==> src/rtl/id_stage_pipelined.sv <==
// Pipelined MIPS instruction-decode stage: register file with writeback bypass,
// load-use hazard stall, and a registered decode bundle behind a valid/ready handshake.
module id_stage_pipelined #(
  parameter int DATA_W   = 32,
  parameter int NUM_REGS = 32,
  parameter int ZERO_REG = 1,
  localparam int AW      = $clog2(NUM_REGS)
) (
  input  logic              clk,
  input  logic              reset,
  input  logic              in_valid,
  output logic              in_ready,
  input  logic [31:0]       instruction,
  input  logic              wb_en,
  input  logic [AW-1:0]     wb_addr,
  input  logic [DATA_W-1:0] wb_data,
  input  logic              ex_mem_read,
  input  logic [AW-1:0]     ex_rd,
  input  logic              flush,
  output logic              out_valid,
  input  logic              out_ready,
  output logic [DATA_W-1:0] read_data_1,
  output logic [DATA_W-1:0] read_data_2,
  output logic [DATA_W-1:0] extended_address,
  output logic [AW-1:0]     write_register,
  output logic              ctrl_reg_dest,
  output logic              ctrl_reg_write,
  output logic              ctrl_mem_read,
  output logic              ctrl_mem_write,
  output logic              ctrl_branch,
  output logic              illegal
);

  localparam logic [5:0] OP_RTYPE = 6'h00;
  localparam logic [5:0] OP_LW    = 6'h23;
  localparam logic [5:0] OP_SW    = 6'h2B;
  localparam logic [5:0] OP_BEQ   = 6'h04;
  localparam logic [5:0] OP_ADDI  = 6'h08;
  localparam logic       ZERO_EN  = (ZERO_REG != 0);
  localparam logic [AW-1:0] REG0  = {AW{1'b0}};

  logic [DATA_W-1:0] regs_r [NUM_REGS];

  logic [5:0]        op_s;
  logic [4:0]        rs_field_s, rt_field_s, rd_field_s;
  logic [AW-1:0]     rs_s, rt_s, rd_s;
  logic              wb_eff_s;
  logic              hazard_s;
  logic              advance_s;
  logic              load_s;
  logic              uses_rt_s;
  logic              dec_reg_dest_s, dec_reg_write_s, dec_mem_read_s;
  logic              dec_mem_write_s, dec_branch_s, dec_illegal_s;
  logic [DATA_W-1:0] opnd_1_s, opnd_2_s;
  logic [DATA_W-1:0] ext_s;
  logic [AW-1:0]     wreg_s;

  assign op_s       = instruction[31:26];
  assign rs_field_s = instruction[25:21];
  assign rt_field_s = instruction[20:16];
  assign rd_field_s = instruction[15:11];
  assign rs_s       = rs_field_s[AW-1:0];
  assign rt_s       = rt_field_s[AW-1:0];
  assign rd_s       = rd_field_s[AW-1:0];
  assign ext_s      = DATA_W'($signed(instruction[15:0]));

  // Writes to the hard-wired zero register are discarded before they can bypass or land.
  assign wb_eff_s  = wb_en & ~(ZERO_EN & (wb_addr == REG0));
  assign advance_s = out_ready | ~out_valid;
  assign hazard_s  = ex_mem_read & ((ex_rd != REG0) | ~ZERO_EN) & in_valid &
                     ((ex_rd == rs_s) | (uses_rt_s & (ex_rd == rt_s)));
  assign in_ready  = advance_s & ~hazard_s & ~flush;
  assign load_s    = advance_s & in_valid & ~hazard_s;

  // Opcode decode into control bits
  always_comb begin
    dec_reg_dest_s  = 1'b0;
    dec_reg_write_s = 1'b0;
    dec_mem_read_s  = 1'b0;
    dec_mem_write_s = 1'b0;
    dec_branch_s    = 1'b0;
    dec_illegal_s   = 1'b0;
    uses_rt_s       = 1'b0;
    case (op_s)
      OP_RTYPE: begin
        dec_reg_dest_s  = 1'b1;
        dec_reg_write_s = 1'b1;
        uses_rt_s       = 1'b1;
      end
      OP_LW: begin
        dec_reg_write_s = 1'b1;
        dec_mem_read_s  = 1'b1;
      end
      OP_SW: begin
        dec_mem_write_s = 1'b1;
        uses_rt_s       = 1'b1;
      end
      OP_BEQ: begin
        dec_branch_s = 1'b1;
        uses_rt_s    = 1'b1;
      end
      OP_ADDI: begin
        dec_reg_write_s = 1'b1;
      end
      default: begin
        dec_illegal_s = 1'b1;
      end
    endcase
  end

  // Destination register select
  always_comb begin
    if (dec_reg_dest_s) begin
      wreg_s = rd_s;
    end else begin
      wreg_s = rt_s;
    end
  end

  // Operand read with write-before-read bypass from the writeback port
  always_comb begin
    if (ZERO_EN && (rs_s == REG0)) begin
      opnd_1_s = {DATA_W{1'b0}};
    end else if (wb_eff_s && (wb_addr == rs_s)) begin
      opnd_1_s = wb_data;
    end else begin
      opnd_1_s = regs_r[rs_s];
    end
    if (ZERO_EN && (rt_s == REG0)) begin
      opnd_2_s = {DATA_W{1'b0}};
    end else if (wb_eff_s && (wb_addr == rt_s)) begin
      opnd_2_s = wb_data;
    end else begin
      opnd_2_s = regs_r[rt_s];
    end
  end

  // Register file array
  always_ff @(posedge clk) begin
    if (reset) begin
      for (int i = 0; i < NUM_REGS; i++) begin
        regs_r[i] <= {DATA_W{1'b0}};
      end
    end else if (wb_eff_s) begin
      regs_r[wb_addr] <= wb_data;
    end else begin
      regs_r[wb_addr] <= regs_r[wb_addr];
    end
  end

  // Decode bundle output register; holds while stalled by the execute stage
  always_ff @(posedge clk) begin
    if (reset) begin
      out_valid        <= 1'b0;
      read_data_1      <= {DATA_W{1'b0}};
      read_data_2      <= {DATA_W{1'b0}};
      extended_address <= {DATA_W{1'b0}};
      write_register   <= REG0;
      ctrl_reg_dest    <= 1'b0;
      ctrl_reg_write   <= 1'b0;
      ctrl_mem_read    <= 1'b0;
      ctrl_mem_write   <= 1'b0;
      ctrl_branch      <= 1'b0;
      illegal          <= 1'b0;
    end else if (flush) begin
      out_valid <= 1'b0;
    end else if (load_s) begin
      out_valid        <= 1'b1;
      read_data_1      <= opnd_1_s;
      read_data_2      <= opnd_2_s;
      extended_address <= ext_s;
      write_register   <= wreg_s;
      ctrl_reg_dest    <= dec_reg_dest_s;
      ctrl_reg_write   <= dec_reg_write_s;
      ctrl_mem_read    <= dec_mem_read_s;
      ctrl_mem_write   <= dec_mem_write_s;
      ctrl_branch      <= dec_branch_s;
      illegal          <= dec_illegal_s;
    end else if (advance_s) begin
      out_valid <= 1'b0;
    end else begin
      out_valid <= out_valid;
    end
  end

endmodule

==> config.mk <==
export PLATFORM = sky130hd
export DESIGN_NAME = id_stage_pipelined
export DESIGN_NICKNAME = d
export VERILOG_FILES = /design/src/rtl/id_stage_pipelined.sv
export SDC_FILE = /design/constraint.sdc
export NUM_CORES = 2
export LEC_CHECK = 0
export CAP_MARGIN = 20
export CORE_MARGIN = 2
export CORE_UTILIZATION = 50
export CTS_CLUSTER_SIZE = 28
export DETAILED_ROUTE_END_ITERATION = 10
export MAX_ROUTING_LAYER = met4
export PLACE_DENSITY = 0.64
export SLEW_MARGIN = 30
export SYNTH_ARGS = -nofsm -noshare
export SYNTH_HDL_FRONTEND = slang
export SYNTH_SLANG_ARGS = --single-unit
==> constraint.sdc <==
create_clock -name clk -period 3.08 [get_ports clk]
set_clock_uncertainty 0.15 [all_clocks]
set_input_delay 0.77 -clock clk [delete_from_list [all_inputs] [get_ports clk]]
set_output_delay 0.77 -clock clk [all_outputs]
set_load 0.01 [all_outputs]
==> impl_metrics.csv <==
group,metric,value,unit
outcome,run_status,"finished, violations left",
outcome,failing_checks,"setup timing",
power,p_switching,9.29,mW
clock_tree,worst_case_clock_buffer_depth,3,
worst_setup_path,cp_common_cell,"sky130_fd_sc_hd__buf_2",
floorplanning,die_area,0.117,mm^2
place,placed_cell_area,0.0650,mm^2
floorplanning,ioPinCount,190,
global_routing,gr-total-overflow,0,
place,dp_hpwl,140,mm
sta,fin_crit_sh,101,%
yosys,yosys_warnings,0,
finish,layout.cells.most_common,"sky130_fd_sc_hd__edfxtp_1",
yosys,ys.flop_type,"sky130_fd_sc_hd__edfxtp_1",
worst_setup_path,critical-path-max-stage-delay,0.54,ns
worst_setup_path,type_of_the_worst_setup_path,"in2out",
clock_tree,cts_inserted_buffers,118,
power,seqPwrFrac,47.4,%
finish,layout.area.seq,0.0326,mm^2
worst_setup_path,worstSetupStartpointType,"input port",
floorplanning,floorplan_core_area,0.113,mm^2
yosys,yosys.area_share.adder,0,%
sta,worst_margin_slew,0.948,ns
floorplanning,die_height,342,um
drt,drt_drc_violations_left,0,
worst_setup_path,required,2.16,ns
clock_tree,cts.sinks,1116,
clock_tree,clk-insertion-delay-late,0.75,ns
global_routing,grt_pass1_wl,292,mm
yosys,count_of_flip_flops_with_a_built_in_enable_after_synthesis,1024,
global_routing,gr-usage-all-layers,36.9,%
place,gpl.final_weighted_congestion,0.976,
sta,finalSetupViolCount,1,
power,power_report.internal_total,28.4,mW
power,power.density_cell_area,545,mW/mm^2
drt,vias,39500,
worst_setup_path,ff2ff_setup_slack,0.75,ns
global_routing,antenna_violations_before_repair,12,
sta,post-route-min-period,3.10,ns
yosys,netlist-cell-type-count,48,
worst_setup_path,cp_data_arrival_time,2.18,ns
yosys,synth-seq-cells,1116,
clock_tree,ctsHoldBuffers,0,
finish,syn_to_final_growth,21.3,%
clock_tree,cts_tree,"done",
yosys,synth_top_family_by_area,"multiplexers",
clock_tree,ctsRootBufferMaster,"sky130_fd_sc_hd__clkbuf_16",
power,peakVddDrop,0.535,mV
finish,nNetsFinal,4317,
power,fin_total_pwr,37.7,mW
sta,unrepaired_setup_endpoints_after_global_routing,"yes",
drt,route.final.wire_length,209,mm
drt,routedWlPerCell,35.8,um
yosys,cell_area_after_technology_mapping,0.0570,mm^2
clock_tree,clk_pin_slew,0.06,ns
floorplanning,placement_rows,123,
place,numPortBuffers,189,
drt,route.antenna.remaining_nets,0,
finish,multiInputGateArea,0.0229,mm^2
finish,post_route_cells_drive_above_1_share,29.2,%
hold_path,min_path_type,"reg2reg",
finish,num-fill-cells,8333,
global_routing,number_of_global_route_vias_before_repair,38800,
yosys,syn_avg_cell_area,14.8,um^2
global_routing,grt_start_max_net_pins,74,
yosys,synthXorXnorAreaFrac,0.308,%
sta,relSlewSlack,36.2,%
drt,drt_iter0_markers,6379,
finish,final_core_utilization,61.2,%
yosys,async_reset_ff_share,0,%
sta,maxSlewViolCount,0,
drt,dr.pass1.iters,6,
worst_setup_path,timing.critical_path.to_type,"output pin",
yosys,synth.largest_area_cell,"sky130_fd_sc_hd__edfxtp_1",
yosys,yosys.area.top_type_share,54.0,%
worst_setup_path,timing.critical_path.fanout_max,2,
worst_setup_path,cp_slowest_cell,"sky130_fd_sc_hd__or4b_4",
power,switch_share,24.7,%
power,power.share.combinational,12.6,%
sta,setup_ws,-0.0239,ns
power,power_frac_clock,40.0,%
sta,hold_ws,0.301,ns
floorplanning,chipWidth,342,um
power,power.static_leakage,24.3,nW
yosys,synth_compound_area_share,4.15,%
yosys,synthesized_instance_count,3859,
worst_setup_path,cell_chain_of_the_critical_path,"buf_2 -> buf_6 -> nor4_4 -> a21oi_2 -> or4b_4 -> o21ai_2 -> nor3_2 -> buf_2",
drt,avgViaCountPerCell,6.75,
yosys,seq_area_frac_synth,57.2,%
clock_tree,cts.htree.levels,3,
sta,hold_violation_total_from_the_final_report,0,
sta,achievable-frequency,0.322,GHz
finish,finalInstanceArea,0.0691,mm^2
yosys,simple_gate_fraction_of_synth_area,14.7,%
finish,most-common-layout-cells,"1024 x sky130_fd_sc_hd__edfxtp_1, 992 x sky130_fd_sc_hd__and2_1, 510 x sky130_fd_sc_hd__mux4_2, 300 x sky130_fd_sc_hd__buf_4, 252 x sky130_fd_sc_hd__o22ai_1",
yosys,yosys-mux-area-fraction,20.2,%
job,cap_viol_max_count,0,
floorplanning,initial_core_util,50.5,%
yosys,synthTopCellsByArea,"sky130_fd_sc_hd__edfxtp_1 54%, sky130_fd_sc_hd__mux4_2 20%, sky130_fd_sc_hd__and2_1 11%",
==> metal layers <==
layer / track usage, % / wire length [um] / vias up
met3: 9.97 / 27000 / 728
met1: 46.5 / 73900 / 20000
li1: - / - / 15600
met5: - / 0 / -
met4: 19.9 / 13500 / 0
met2: 54.8 / 95100 / 3109
==> synth_stat cells, types with 3 or more instances <==
library cell / instances
sky130_fd_sc_hd__a211o_1: 32
sky130_fd_sc_hd__a21oi_1: 23
sky130_fd_sc_hd__a311oi_1: 5
sky130_fd_sc_hd__and2_1: 992
sky130_fd_sc_hd__and3_1: 34
sky130_fd_sc_hd__buf_1: 22
sky130_fd_sc_hd__buf_2: 49
sky130_fd_sc_hd__buf_4: 16
sky130_fd_sc_hd__buf_6: 5
sky130_fd_sc_hd__clkbuf_1: 343
sky130_fd_sc_hd__dfxtp_1: 92
sky130_fd_sc_hd__edfxtp_1: 1024
sky130_fd_sc_hd__inv_1: 33
sky130_fd_sc_hd__mux2i_1: 4
sky130_fd_sc_hd__mux4_2: 510
sky130_fd_sc_hd__nand2_1: 87
sky130_fd_sc_hd__nand2b_1: 4
sky130_fd_sc_hd__nand3_1: 48
sky130_fd_sc_hd__nand3b_1: 8
sky130_fd_sc_hd__nand4_1: 3
sky130_fd_sc_hd__nand4b_1: 3
sky130_fd_sc_hd__nor2_1: 45
sky130_fd_sc_hd__nor2b_1: 3
sky130_fd_sc_hd__nor3_1: 6
sky130_fd_sc_hd__nor3b_1: 35
sky130_fd_sc_hd__nor4_1: 66
sky130_fd_sc_hd__o21ai_0: 3
sky130_fd_sc_hd__o22ai_1: 252
sky130_fd_sc_hd__o311ai_0: 32
sky130_fd_sc_hd__or2_2: 34
sky130_fd_sc_hd__or3_1: 6
sky130_fd_sc_hd__xnor2_1: 15
sky130_fd_sc_hd__xor2_1: 5
==> metrics by stage <==
step,setup TNS (ns),instances,setup WS (ns)
2_1_floorplan,0,3890,0.107
3_3_place_gp,-42.19,5612,-0.904
3_5_place_dp,-42.79,5612,-0.817
4_1_cts,0,5842,0.00461
5_1_grt,-0.0936,5846,-0.0936
6_report,-0.0239,5849,-0.0239
==> area by class of cell <==
class                   count  area share (%)
well taps                1500            2.72
clock inverters            74            1.24
inverters                  33           0.179
repair buffers            661            10.9
diodes                      7          0.0254
flip-flops and latches   1116            47.2
clock buffers             152            4.63
multi-input cells        2306            33.1
==> flip-flops by register name, indices dropped and copies added, names as in the netlist, 5 cells and up <==
signal / count
write_register: 5
read_data_2: 32
read_data_1: 32
regs_r: 1024
extended_address: 16
==> power groups by stage <==
| stage | Combinational (mW) | Clock, mW | Sequential (mW) |
|---|---|---|---|
| floorplan | 2.43 | 0 | 18.0 |
| global placement | 4.63 | 0 | 18.1 |
| detailed placement | 4.65 | 0 | 18.1 |
| CTS | 4.67 | 15.1 | 17.8 |
| global route | 4.86 | 15.7 | 17.9 |
| finish | 4.75 | 15.1 | 17.8 |
==> worst paths after layout <==
kind	from	to	cells after the start
max	instruction[27]	in_ready	8
min	extended_address[0]	extended_address[0]	2
max reg2reg	out_valid	read_data_2[15]	8
min reg2reg	extended_address[0]	extended_address[0]	2
==> critical path, delay by kind of cell <==
family,cells,cell delay [ns]
buffers and inverters,3,0.38
AOI/OAI and AO/OA,2,0.17
and+or+nand+nor,3,0.87
==> logic make-up (layout without fill, tap and decap cells) <==
group / after synthesis / in the layout
muxes: 514 / 514
xor gates and xnor gates: 20 / 20
and+or+nand+nor: 1386 / 1386
AOI/OAI and AO/OA: 354 / 354
other: 1 / 39
buffers and inverters: 468 / 920
DFF: 1116 / 1116
==> repair_timing <==
item                                    CTS  global route
gates resized for setup                  44             4
pin swaps                                 8             2
setup buffers                             4             0
endpoints found under the setup margin    1             1
Power figures use the tool's default switching activity.
